### src/rtl/adc_read_ad7476.sv
// Serial read controller for a 12-bit AD7476-style ADC: one start strobe runs a
// 16-SCLK frame and presents the 12-bit result with a one-cycle valid pulse.
module adc_read_ad7476 #(
  parameter int DELAY_FACTOR = 10
) (
  input  logic        clk,
  input  logic        rst_n,
  input  logic        start,
  input  logic        sdata,
  output logic        busy,
  output logic        valid,
  output logic [11:0] data,
  output logic        fmt_err,
  output logic        cs,
  output logic        sclk,
  output logic [1:0]  dbg_state
);

  // Handshake: start is accepted on any clk edge where busy=0 and start=1;
  // busy stays high until the edge that pulses valid, and start is ignored
  // for that whole interval.

  localparam int DW = $clog2(DELAY_FACTOR + 1);
  localparam logic [DW-1:0] DIV_MAX = DW'(DELAY_FACTOR - 1);

  typedef enum logic [1:0] {
    IDLE    = 2'd0,
    SCLK_HI = 2'd1,
    SCLK_LO = 2'd2,
    QUIET   = 2'd3
  } state_t;

  state_t        state_q, state_d;
  logic [DW-1:0] div_q, div_d;
  logic [15:0]   shift_q, shift_d;
  logic [3:0]    bit_cnt_q, bit_cnt_d;
  logic          cs_q, cs_d;
  logic          sclk_q, sclk_d;
  logic          busy_q, busy_d;
  logic          valid_q, valid_d;
  logic [11:0]   data_q, data_d;
  logic          fmt_err_q, fmt_err_d;
  logic          sync1_q, sync2_q;
  logic          tick;

  assign tick = (div_q == DIV_MAX);

  always_ff @(posedge clk) begin
    if (!rst_n) begin
      state_q   <= IDLE;
      div_q     <= '0;
      shift_q   <= '0;
      bit_cnt_q <= 4'd15;
      cs_q      <= 1'b1;
      sclk_q    <= 1'b0;
      busy_q    <= 1'b0;
      valid_q   <= 1'b0;
      data_q    <= '0;
      fmt_err_q <= 1'b0;
      sync1_q   <= 1'b0;
      sync2_q   <= 1'b0;
    end else begin
      state_q   <= state_d;
      div_q     <= div_d;
      shift_q   <= shift_d;
      bit_cnt_q <= bit_cnt_d;
      cs_q      <= cs_d;
      sclk_q    <= sclk_d;
      busy_q    <= busy_d;
      valid_q   <= valid_d;
      data_q    <= data_d;
      fmt_err_q <= fmt_err_d;
      sync1_q   <= sdata;
      sync2_q   <= sync1_q;
    end
  end

  always_comb begin
    state_d   = state_q;
    div_d     = tick ? '0 : div_q + 1'b1;
    shift_d   = shift_q;
    bit_cnt_d = bit_cnt_q;
    cs_d      = cs_q;
    sclk_d    = sclk_q;
    busy_d    = busy_q;
    valid_d   = 1'b0;
    data_d    = data_q;
    fmt_err_d = fmt_err_q;

    // Clearing the divider on acceptance makes the first tick land exactly
    // DELAY_FACTOR clocks later, so frame timing is independent of start phase.
    if (!busy_q && start) begin
      busy_d = 1'b1;
      div_d  = '0;
    end

    if (tick) begin
      unique case (state_q)
        IDLE: begin
          if (busy_q) begin
            cs_d      = 1'b0;
            sclk_d    = 1'b0;
            bit_cnt_d = 4'd15;
            state_d   = SCLK_HI;
          end
        end
        SCLK_HI: begin
          sclk_d  = 1'b1;
          shift_d = {shift_q[14:0], sync2_q};
          state_d = SCLK_LO;
        end
        SCLK_LO: begin
          sclk_d = 1'b0;
          if (bit_cnt_q == 4'd0) begin
            cs_d    = 1'b1;
            state_d = QUIET;
          end else begin
            bit_cnt_d = bit_cnt_q - 4'd1;
            state_d   = SCLK_HI;
          end
        end
        QUIET: begin
          data_d    = shift_q[11:0];
          fmt_err_d = |shift_q[15:12];
          valid_d   = 1'b1;
          busy_d    = 1'b0;
          state_d   = IDLE;
        end
        default: state_d = IDLE;
      endcase
    end
  end

  assign busy      = busy_q;
  assign valid     = valid_q;
  assign data      = data_q;
  assign fmt_err   = fmt_err_q;
  assign cs        = cs_q;
  assign sclk      = sclk_q;
  assign dbg_state = state_q;

endmodule

### config.mk
export PLATFORM = sky130hd
export DESIGN_NAME = adc_read_ad7476
export DESIGN_NICKNAME = d
export VERILOG_FILES = /design/src/rtl/adc_read_ad7476.sv
export SDC_FILE = /design/constraint.sdc
export NUM_CORES = 1
export LEC_CHECK = 0
export BUFFER_PORTS_ARGS = -buffer_cell sky130_fd_sc_hd__buf_2
export CORE_MARGIN = 1
export CORE_UTILIZATION = 30
export DETAILED_ROUTE_END_ITERATION = 8
export GPL_TIMING_DRIVEN = 0
export PLACE_DENSITY = 0.43
export SYNTH_ARGS = -nofsm -noshare
export SYNTH_HDL_FRONTEND = slang
export SYNTH_SLANG_ARGS = --single-unit
### constraint.sdc
create_clock -name clk -period 4.37 [get_ports clk]
set_input_delay 0 -clock clk [delete_from_list [all_inputs] [get_ports clk]]
set_output_delay 0 -clock clk [all_outputs]
set_load 0.005 [all_outputs]
==> results of run 1 <==
power by group through the flow:
stage / Combinational (uW) / Clock [uW] / Sequential [uW]
detailed placement: 19.4 / 0 / 425
global route: 23.3 / 298 / 416
global placement: 19.4 / 0 / 425
floorplan: 13.7 / 0 / 424
CTS: 20.9 / 277 / 415
finish: 20.5 / 268 / 415
final cells by class:
class / count / share of cell area (%)
sequential: 45 / 44.2
multi-input combinational: 102 / 36.4
clock inverter: 2 / 0.675
timing repair buffer: 23 / 6.13
clock buffer: 6 / 4.05
inverter: 9 / 1.66
tap: 72 / 4.42
buffer: 8 / 2.45
worst min path at each step:
stage | startpoint | to | slack [ps] | depth (start not counted)
floorplan | start | busy | 110 | 1
global placement | start | busy | 230 | 2
detailed placement | start | busy | 220 | 2
CTS | rst_n | shift_q[2] | 60 | 3
global route | rst_n | shift_q[1] | 90 | 3
finish | rst_n | shift_q[0] | 70 | 3
critical path, delay by kind of cell (launching register included):
kind	cells	cell delay, ps
AOI/OAI and AO/OA	1	160
and+or+nand+nor	2	450
buffers and inverters	1	310
DFF	1	380
adders and majority gates	1	240
through the flow:
step                      setup slack, ps  util, %  instance area [sq um]
after CTS                            2760     36.8                   2040
after floorplan                      2880        -                   1730
after global routing                 2660     36.8                   2040
final                                2770     36.8                   2040
after detailed placement             2790     34.7                   1920
after global placement               2790     34.7                   1920
state kept, by name, indices dropped and copies added, names as in the netlist:
register   cells
shift_q       16
data          12
bit_cnt_q      4
div_q          4
dbg_state      2
busy           1
cs             1
fmt_err        1
sclk           1
sync1_q        1
sync2_q        1
valid          1
cell usage in the layout (no fill, tap or decap), types with 3 or more instances in the layout:
cell type and n:
ha_1 3, nand2b_1 4, inv_1 9, dfxtp_1 45, mux2i_1 18, nor2_1 7, nand3_1 3, nand2_1 20
a22o_1 13, nor3_1 3, buf_2 25, clkbuf_8 6
routing by layer:
| metal | GRT usage [%] | vias up | wire, microns | share of wire [%] |
|---|---|---|---|---|
| li1 | - | 628 | - | - |
| met4 | 5.00 | 0 | 44 | 1.3 |
| met3 | 4.35 | 6 | 203 | 6.1 |
| met2 | 19.4 | 25 | 1440 | 43 |
| met5 | 0 | - | 0 | 0 |
| met1 | 16.1 | 569 | 1660 | 50 |
logic make-up after synthesis:
| logic type | after synthesis | share of synthesized area [%] |
|---|---|---|
| flops | 45 | 52.1 |
| compound gates | 29 | 13.9 |
| fa+ha+maj | 3 | 2.17 |
| xor+xnor | 2 | 1.01 |
| simple gates | 50 | 15.5 |
| buf+inv | 17 | 4.85 |
| mux | 18 | 10.4 |
timing repair:
item	CTS	global route
buffers inserted	0	0
hold endpoints to repair	2	0
hold buffers	2	0
==> flow_summary_export.csv, run 1 <==
group,metric,value,unit
outcome,status,"finished, final reports clean",
cts,clk_path_buf_depth,2,
synthesis,synth_largest_area_cell,"dfxtp_1",
final_layout,layout.cells.non_filler,267,
setup_path,crit_chain,"ha_1 > nand3b_1 > nor2_1 > buf_2 > a22o_1",
placed_design,io_buffers,21,
cts,cts-root-buf,"clkbuf_8",
timing,fin_worst_skew,9.82,ps
detailed_routing,wl_per_cell,12.5,microns
placed_design,gp_congestion,0.709,
final_layout,synthToLayoutAreaGrowth,18.0,%
cts,clkLatencyLatePin,300,ps
synthesis,syn_inst,164,
setup_path,slowest_stage,"dfxtp_1",
synthesis,synthTopCellsByArea,"dfxtp_1 52%, mux2i_1 10%, a22o_1 6.6%",
synthesis,ys_seq_area_share,52.1,%
power_and_ir_drop,p_leak,0.000845,uW
power_and_ir_drop,p_sw_share,21.9,%
timing,post-route-min-period,1600,ps
final_layout,nFillCells,565,
synthesis,avgSynthCellArea,10.5,sq um
synthesis,ys_warn_count,0,
grt,overflow,0,
detailed_routing,num_vias,1228,
detailed_routing,ant_nets,0,
cts,clock-sinks,45,
synthesis,yosysMostFrequentCell,"dfxtp_1",
power_and_ir_drop,combinationalPowerShare,2.9,%
timing,finalHoldViolCount,0,
final_layout,layout.nets,201,
power_and_ir_drop,p_per_area,345,mW/mm^2
detailed_routing,drt_first_pass_iters,4,
setup_path,critPathCaptureType,"register",
cts,clk_pin_slew,90,ps
power_and_ir_drop,vdd_drop_max,0.141,mV
floorplanning,io_pins,23,
timing,relSlewSlack,66.6,%
final_layout,regArea,901,sq um
detailed_routing,drc_errors,0,
timing,fmax,625,MHz
setup_path,required,4610,ps
timing,finalSetupViolCount,0,
floorplanning,design.core.area,0.00554,sq mm
floorplanning,die_h,77.9,microns
cts,cts_buffers,5,
setup_path,worst_r2r_path_depth,5,
timing,tightest_slew,499,ps
synthesis,synth.distinct_cells,40,
setup_path,worstSetupPathType,"reg2reg",
power_and_ir_drop,p_total,703,uW
placed_design,dp.cells,257,
floorplanning,start_util,31.2,%
setup_path,slowest_delay,380,ps
grt,grt_max_degree,15,
synthesis,ys.flop_type,"dfxtp_1",
detailed_routing,drt_iter0_drc,48,
floorplanning,fp.dieW,77.9,microns
power_and_ir_drop,p_sw,154,uW
timing,period_share,36.6,%
detailed_routing,finalWirelength,3.34,mm
cts,cts-htree-levels,2,
synthesis,synth.cell_area,0.00173,sq mm
power_and_ir_drop,pwr-share-clk,38.1,%
synthesis,synth_edf_count,0,
setup_path,cp-endpoint,"fmt_err",
timing,hold_ws,71.5,ps
setup_path,cp-start-kind,"register",
setup_path,reg2reg_to,"fmt_err",
worst_hold_path,hold_path_class,"in2reg",
grt,antenna_found_initial,0,
synthesis,syn_nets,171,
final_layout,drive_gt1_share,21.0,%
grt,grt_pass1_vias,1264,
final_layout,diodes,0,
synthesis,synth_seq_cells,45,
final_layout,multi_input_area,743,sq um
cts,cts_tree,"yes",
setup_path,startpoint,"div_q[0]",
detailed_routing,viasPerCell,4.60,
synthesis,synthArstFlopShare,0,%
floorplanning,rows,27,
timing,rsz0062_at_grt,"no",
setup_path,rrSetupSlack,2770,ps
grt,grtUsageTotal,12.6,%
synthesis,yosys-top-cells-count,"45 x dfxtp_1, 20 x nand2_1, 18 x mux2i_1",
timing,fin_setup_tns,0,ps
placed_design,dp.final_hpwl,2.38,mm
synthesis,synth_top_cell_area_share,52.1,%
timing,slew_viol_final,0,
setup_path,reg2reg_from,"div_q[0]",
power_and_ir_drop,intPower,549,uW
setup_path,worstPathArrival,1840,ps
grt,grt_first_pass_wirelength,5.90,mm
setup_path,cp_max_fo,10,
cts,cts.repair.resized,0,
flow_run,maxCapViolCount,0,
floorplanning,dieArea,0.00607,sq mm
power_and_ir_drop,seqPwrFrac,59.0,%
No activity file was read; power rests on OpenSTA's default activity.
==> inputs of run 2 (changes only) <==
- PLACE_DENSITY: 0.43 -> 0.45
- clock period: 4.37 -> 1.4 ns (I/O delays scaled with it)
==> flow_summary_export.csv, run 2 (synthesis results as in run 1) <==
group,metric,value,unit
final_layout,top_register,"shift_q",
timing,relSlewSlack,71.5,%
floorplanning,design.core.area,0.00554,sq mm
final_layout,final_cell_mix,"40 x dfxtp_1, 22 x buf_2, 20 x nand2_1",
detailed_routing,drc_errors,0,
floorplanning,die_h,77.9,microns
setup_path,cp-start-kind,"register",
timing,period_share,99.8,%
grt,overflow,0,
final_layout,nFillCells,560,
setup_path,critPathCaptureType,"register",
timing,fin_worst_skew,8.70,ps
power_and_ir_drop,p_leak,0.000913,uW
cts,clkLatencyLatePin,300,ps
detailed_routing,drt_iter0_drc,31,
setup_path,worstPathArrival,1600,ps
timing,finalSetupViolCount,0,
timing,tightest_slew,427,ps
detailed_routing,viasPerCell,4.72,
setup_path,crit_chain,"inv_2 > ha_4 > nand4b_4 > o21a_4 > clkbuf_16 > a22o_1",
worst_hold_path,hold_path_class,"in2reg",
setup_path,crit_family,"compound AO/OA/AOI/OAI gates",
flow_run,maxCapViolCount,0,
final_layout,layout.nets,212,
final_layout,largest_register_ffs,16,
timing,hold_ws,53.6,ps
detailed_routing,num_vias,1312,
outcome,status,"finished, final reports clean",
power_and_ir_drop,p_per_area,976,mW/mm^2
final_layout,final_common_cell,"dfxtp_1",
grt,grt_first_pass_wirelength,5.82,mm
timing,post-route-min-period,1400,ps
timing,fmax,716,MHz
cts,clk_path_buf_depth,2,
grt,use_met3,3.76,%
setup_path,slowest_stage,"dfxtp_2",
grt,grt_max_degree,16,
detailed_routing,drt_first_pass_iters,4,
detailed_routing,ant_nets,0,
final_layout,diodes,0,
detailed_routing,finalWirelength,3.60,mm
cts,cts-root-buf,"clkbuf_8",
floorplanning,fp.dieW,77.9,microns
floorplanning,dieArea,0.00607,sq mm
floorplanning,start_util,31.2,%
detailed_routing,wl_per_cell,13.0,microns
timing,slew_viol_final,0,
setup_path,worstSetupPathType,"reg2reg",
grt,grt_pass1_vias,1232,
grt,grt_busiest_layer,"met2",
placed_design,gp_congestion,0.771,
setup_path,cp_max_fo,5,
grt,use_met2,20.6,%
timing,fin_setup_tns,0,ps
grt,gr-usage-met1,14.7,%
grt,grtUsageTotal,12.3,%
cts,clk_pin_slew,90,ps
setup_path,slowest_delay,330,ps
cts,cts_tree,"yes",
timing,rsz0062_at_grt,"yes",
placed_design,io_buffers,21,
floorplanning,rows,27,
cts,clock-sinks,45,
timing,finalHoldViolCount,0,
power_and_ir_drop,vdd_drop_max,0.552,mV
setup_path,crit_buf_inv,2,
final_layout,drive_gt1_share,33.5,%
floorplanning,io_pins,23,
cts,cts_buffers,5,
placed_design,dp.final_hpwl,2.47,mm
cts,cts-htree-levels,2,
power_and_ir_drop,p_total,2200,uW
final_layout,synthToLayoutAreaGrowth,30.3,%
grt,antenna_found_initial,0,
setup_path,required,1600,ps
==> run 2: cell types whose count changed in the layout (fill, tap and decap cells not counted), moves of 2 or more <==
cell	previous run	this run
ha_1	3	1
buf_2	25	22
dfxtp_1	45	40
inv_2	0	3
inv_1	9	6
buf_4	0	10
ha_4	0	2
dfxtp_2	0	4
==> run 2: power by group <==
part	switching [uW]	internal, uW	total, uW
Clock	448	354	802
Combinational	48.8	48.8	97.6
Sequential	8.25	1290	1300
Total	505	1690	2200
==> run 2: path summary, 6_finish.rpt <==
| check | start | endpoint | slack, ps | cells past startpoint |
|---|---|---|---|---|
| worst max register to register | div_q[1] | data[11] | 2 | 6 |
| worst max-delay path | div_q[1] | data[11] | 2 | 6 |
| worst min register to register | sync1_q | sync2_q | 440 | 1 |
| worst min-delay path | rst_n | div_q[0] | 50 | 3 |
==> run 2: tightest hold or removal path: stages <==
cell and delay [ps]:
buf_2 160, nand3_2 110, nor2_1 40
==> run 2: routing by layer <==
metal / wire, microns / vias to the layer above / part of all wire [%]
met5: 0 / - / 0
met4: 55 / 0 / 1.5
met3: 134 / 7 / 3.7
met2: 1770 / 17 / 49
met1: 1640 / 632 / 46
li1: - / 656 / -
==> run 2: area by class of cell <==
type                            count  area, sq um  area share [%]
Multi-Input combinational cell    102          820            36.4
Sequential cell                    45          910            40.4
Buffer                              8         68.8            3.06
Clock inverter                      3         22.5            1.00
Inverter                            9         33.8            1.50
Timing Repair Buffer               34          238            10.6
Clock buffer                        5         68.8            3.06
Tap cell                           72         90.1            4.00
==> run 2: timing repair <==
| action | 4_1_cts | 5_1_grt |
|---|---|---|
| gates resized for setup | 23 | 5 |
| endpoints found under the hold margin | 2 | 0 |
| gates cloned | 0 | 1 |
| hold buffers | 2 | 0 |
| endpoints found under the setup margin | 30 | 20 |
| pin swaps | 5 | 19 |
| setup buffers | 5 | 5 |
==> run 2: stage by stage <==
step	worst slack, ps	cells	area (sq um)	utilization (%)
floorplan	15.1	164	1740	-
global placement	-177	257	1930	34.9
detailed placement	-260	257	1930	34.9
CTS	-12.1	272	2150	38.9
global route	-92.6	278	2250	40.6
finish	2.44	278	2250	40.6
==> inputs of run 3 (changes only) <==
- PLACE_DENSITY: 0.45 -> 0.43
- clock period: 1.4 -> 1.5 ns (I/O delays scaled with it)
==> flow_summary_export.csv, run 3 (synthesis results as in run 1) <==
group,metric,value,unit
setup_path,crit_chain,"inv_2 > ha_4 > nand4b_4 > o21a_4 > buf_6 > a22o_1",
timing,period_share,94.4,%
setup_path,rrSetupSlack,80,ps
detailed_routing,wl_per_cell,12.8,microns
final_layout,final_common_cell,"dfxtp_1",
timing,tightest_slew,440,ps
timing,relSlewSlack,70.7,%
placed_design,gp_congestion,0.709,
timing,finalSetupViolCount,0,
floorplanning,io_pins,23,
timing,finalHoldViolCount,0,
cts,cts-root-buf,"clkbuf_8",
final_layout,fin_util,38.3,%
setup_path,worstPathArrival,1600,ps
grt,grt_first_pass_wirelength,6.12,mm
setup_path,cp-start-kind,"register",
setup_path,required,1690,ps
cts,cts-htree-levels,2,
timing,hold_ws,72.2,ps
floorplanning,rows,27,
final_layout,diodes,0,
cts,cts_tree,"yes",
power_and_ir_drop,p_leak,0.000859,uW
grt,grtUsageTotal,13.1,%
placed_design,dp.final_hpwl,2.38,mm
timing,rsz0062_at_grt,"no",
grt,overflow,0,
detailed_routing,ant_nets,0,
setup_path,cp_max_fo,10,
outcome,status,"finished, final reports clean",
final_layout,synthToLayoutAreaGrowth,22.7,%
floorplanning,die_h,77.9,microns
floorplanning,fp.dieW,77.9,microns
cts,clkLatencyLatePin,300,ps
detailed_routing,drc_errors,0,
detailed_routing,finalWirelength,3.45,mm
final_layout,layout.nets,203,
setup_path,slowest_stage,"dfxtp_1",
grt,grt_max_degree,15,
flow_run,maxCapViolCount,0,
floorplanning,dieArea,0.00607,sq mm
detailed_routing,viasPerCell,4.72,
final_layout,drive_gt1_share,27.4,%
cts,clock-sinks,45,
cts,clk_path_buf_depth,2,
setup_path,worstSetupPathType,"reg2reg",
final_layout,top_register,"shift_q",
final_layout,largest_register_ffs,16,
floorplanning,design.core.area,0.00554,sq mm
detailed_routing,drt_first_pass_iters,4,
cts,cts_buffers,5,
floorplanning,start_util,31.2,%
timing,fmax,706,MHz
timing,fin_worst_skew,9.87,ps
placed_design,io_buffers,21,
setup_path,slowest_delay,340,ps
power_and_ir_drop,p_per_area,972,mW/mm^2
grt,antenna_found_initial,0,
final_layout,final_cell_mix,"43 x dfxtp_1, 23 x buf_2, 20 x nand2_1",
timing,slew_viol_final,0,
detailed_routing,num_vias,1269,
timing,post-route-min-period,1420,ps
grt,grt_pass1_vias,1299,
detailed_routing,drt_iter0_drc,54,
worst_hold_path,hold_path_class,"in2reg",
final_layout,nFillCells,560,
cts,clk_pin_slew,90,ps
power_and_ir_drop,vdd_drop_max,0.411,mV
setup_path,critPathCaptureType,"register",
## run 3: worst max-delay path, delay by kind of cell (launching register included)
family / cells / cell delay, ps
compound gates: 2 / 480
fa+ha+maj: 1 / 130
buf+inv: 2 / 210
flops: 1 / 340
simple gates: 1 / 150
## run 3: where the power goes
part	internal (uW)	switching (uW)	leakage [uW]	total, uW
logic	28.8	38.6	0.000443	67.3
clock network	374	409	0.0000512	782
registers	1200	8.34	0.000364	1210
total	1600	455	0.000859	2060
## run 3: worst paths after layout
path / cells after the start / startpoint / end
max reg2reg: 6 / div_q[1] / fmt_err
min: 3 / rst_n / shift_q[0]
max: 6 / div_q[1] / fmt_err
min reg2reg: 2 / sync2_q / shift_q[0]
## run 3: repair_timing
item / in CTS / in global routing
buffers inserted: 1 / 1
pin swaps: 1 / 4
endpoints found under the setup margin: 22 / 14
resized for setup: 11 / 7
hold endpoints to repair: 2 / 0
hold buffers: 2 / 0
## run 3: area by class of cell
cell class / count / area [sq um] / share of cell area, %
Buffer: 8 / 58.8 / 2.77
Clock buffer: 6 / 82.6 / 3.90
Clock inverter: 2 / 13.8 / 0.649
Inverter: 9 / 33.8 / 1.59
Multi-Input combinational cell: 102 / 797 / 37.6
Sequential cell: 45 / 903 / 42.6
Tap cell: 72 / 90.1 / 4.25
Timing Repair Buffer: 25 / 140 / 6.61
## run 3: through the flow
step / power, uW / std cells / TNS (ps) / setup slack (ps) / area, sq um
after floorplan: 1280 / 164 / 0 / 15.0 / 1730
after global placement: 1290 / 257 / -616 / -83.8 / 1920
after detailed placement: 1290 / 257 / -960 / -81.5 / 1920
after CTS: 2080 / 268 / 0 / 11.6 / 2080
after global routing: 2160 / 269 / 0 / 6.44 / 2120
final: 2060 / 269 / 0 / 84.0 / 2120
## run 3: layer usage
metal / routed length [microns] / part of all wire, % / global-route usage (%) / up-vias
li1: - / - / - / 635
met1: 1700 / 49 / 16.7 / 593
met2: 1520 / 44 / 20.1 / 32
met3: 176 / 5.1 / 4.35 / 9
met4: 62 / 1.8 / 5.56 / 0
met5: 0 / 0 / 0 / -
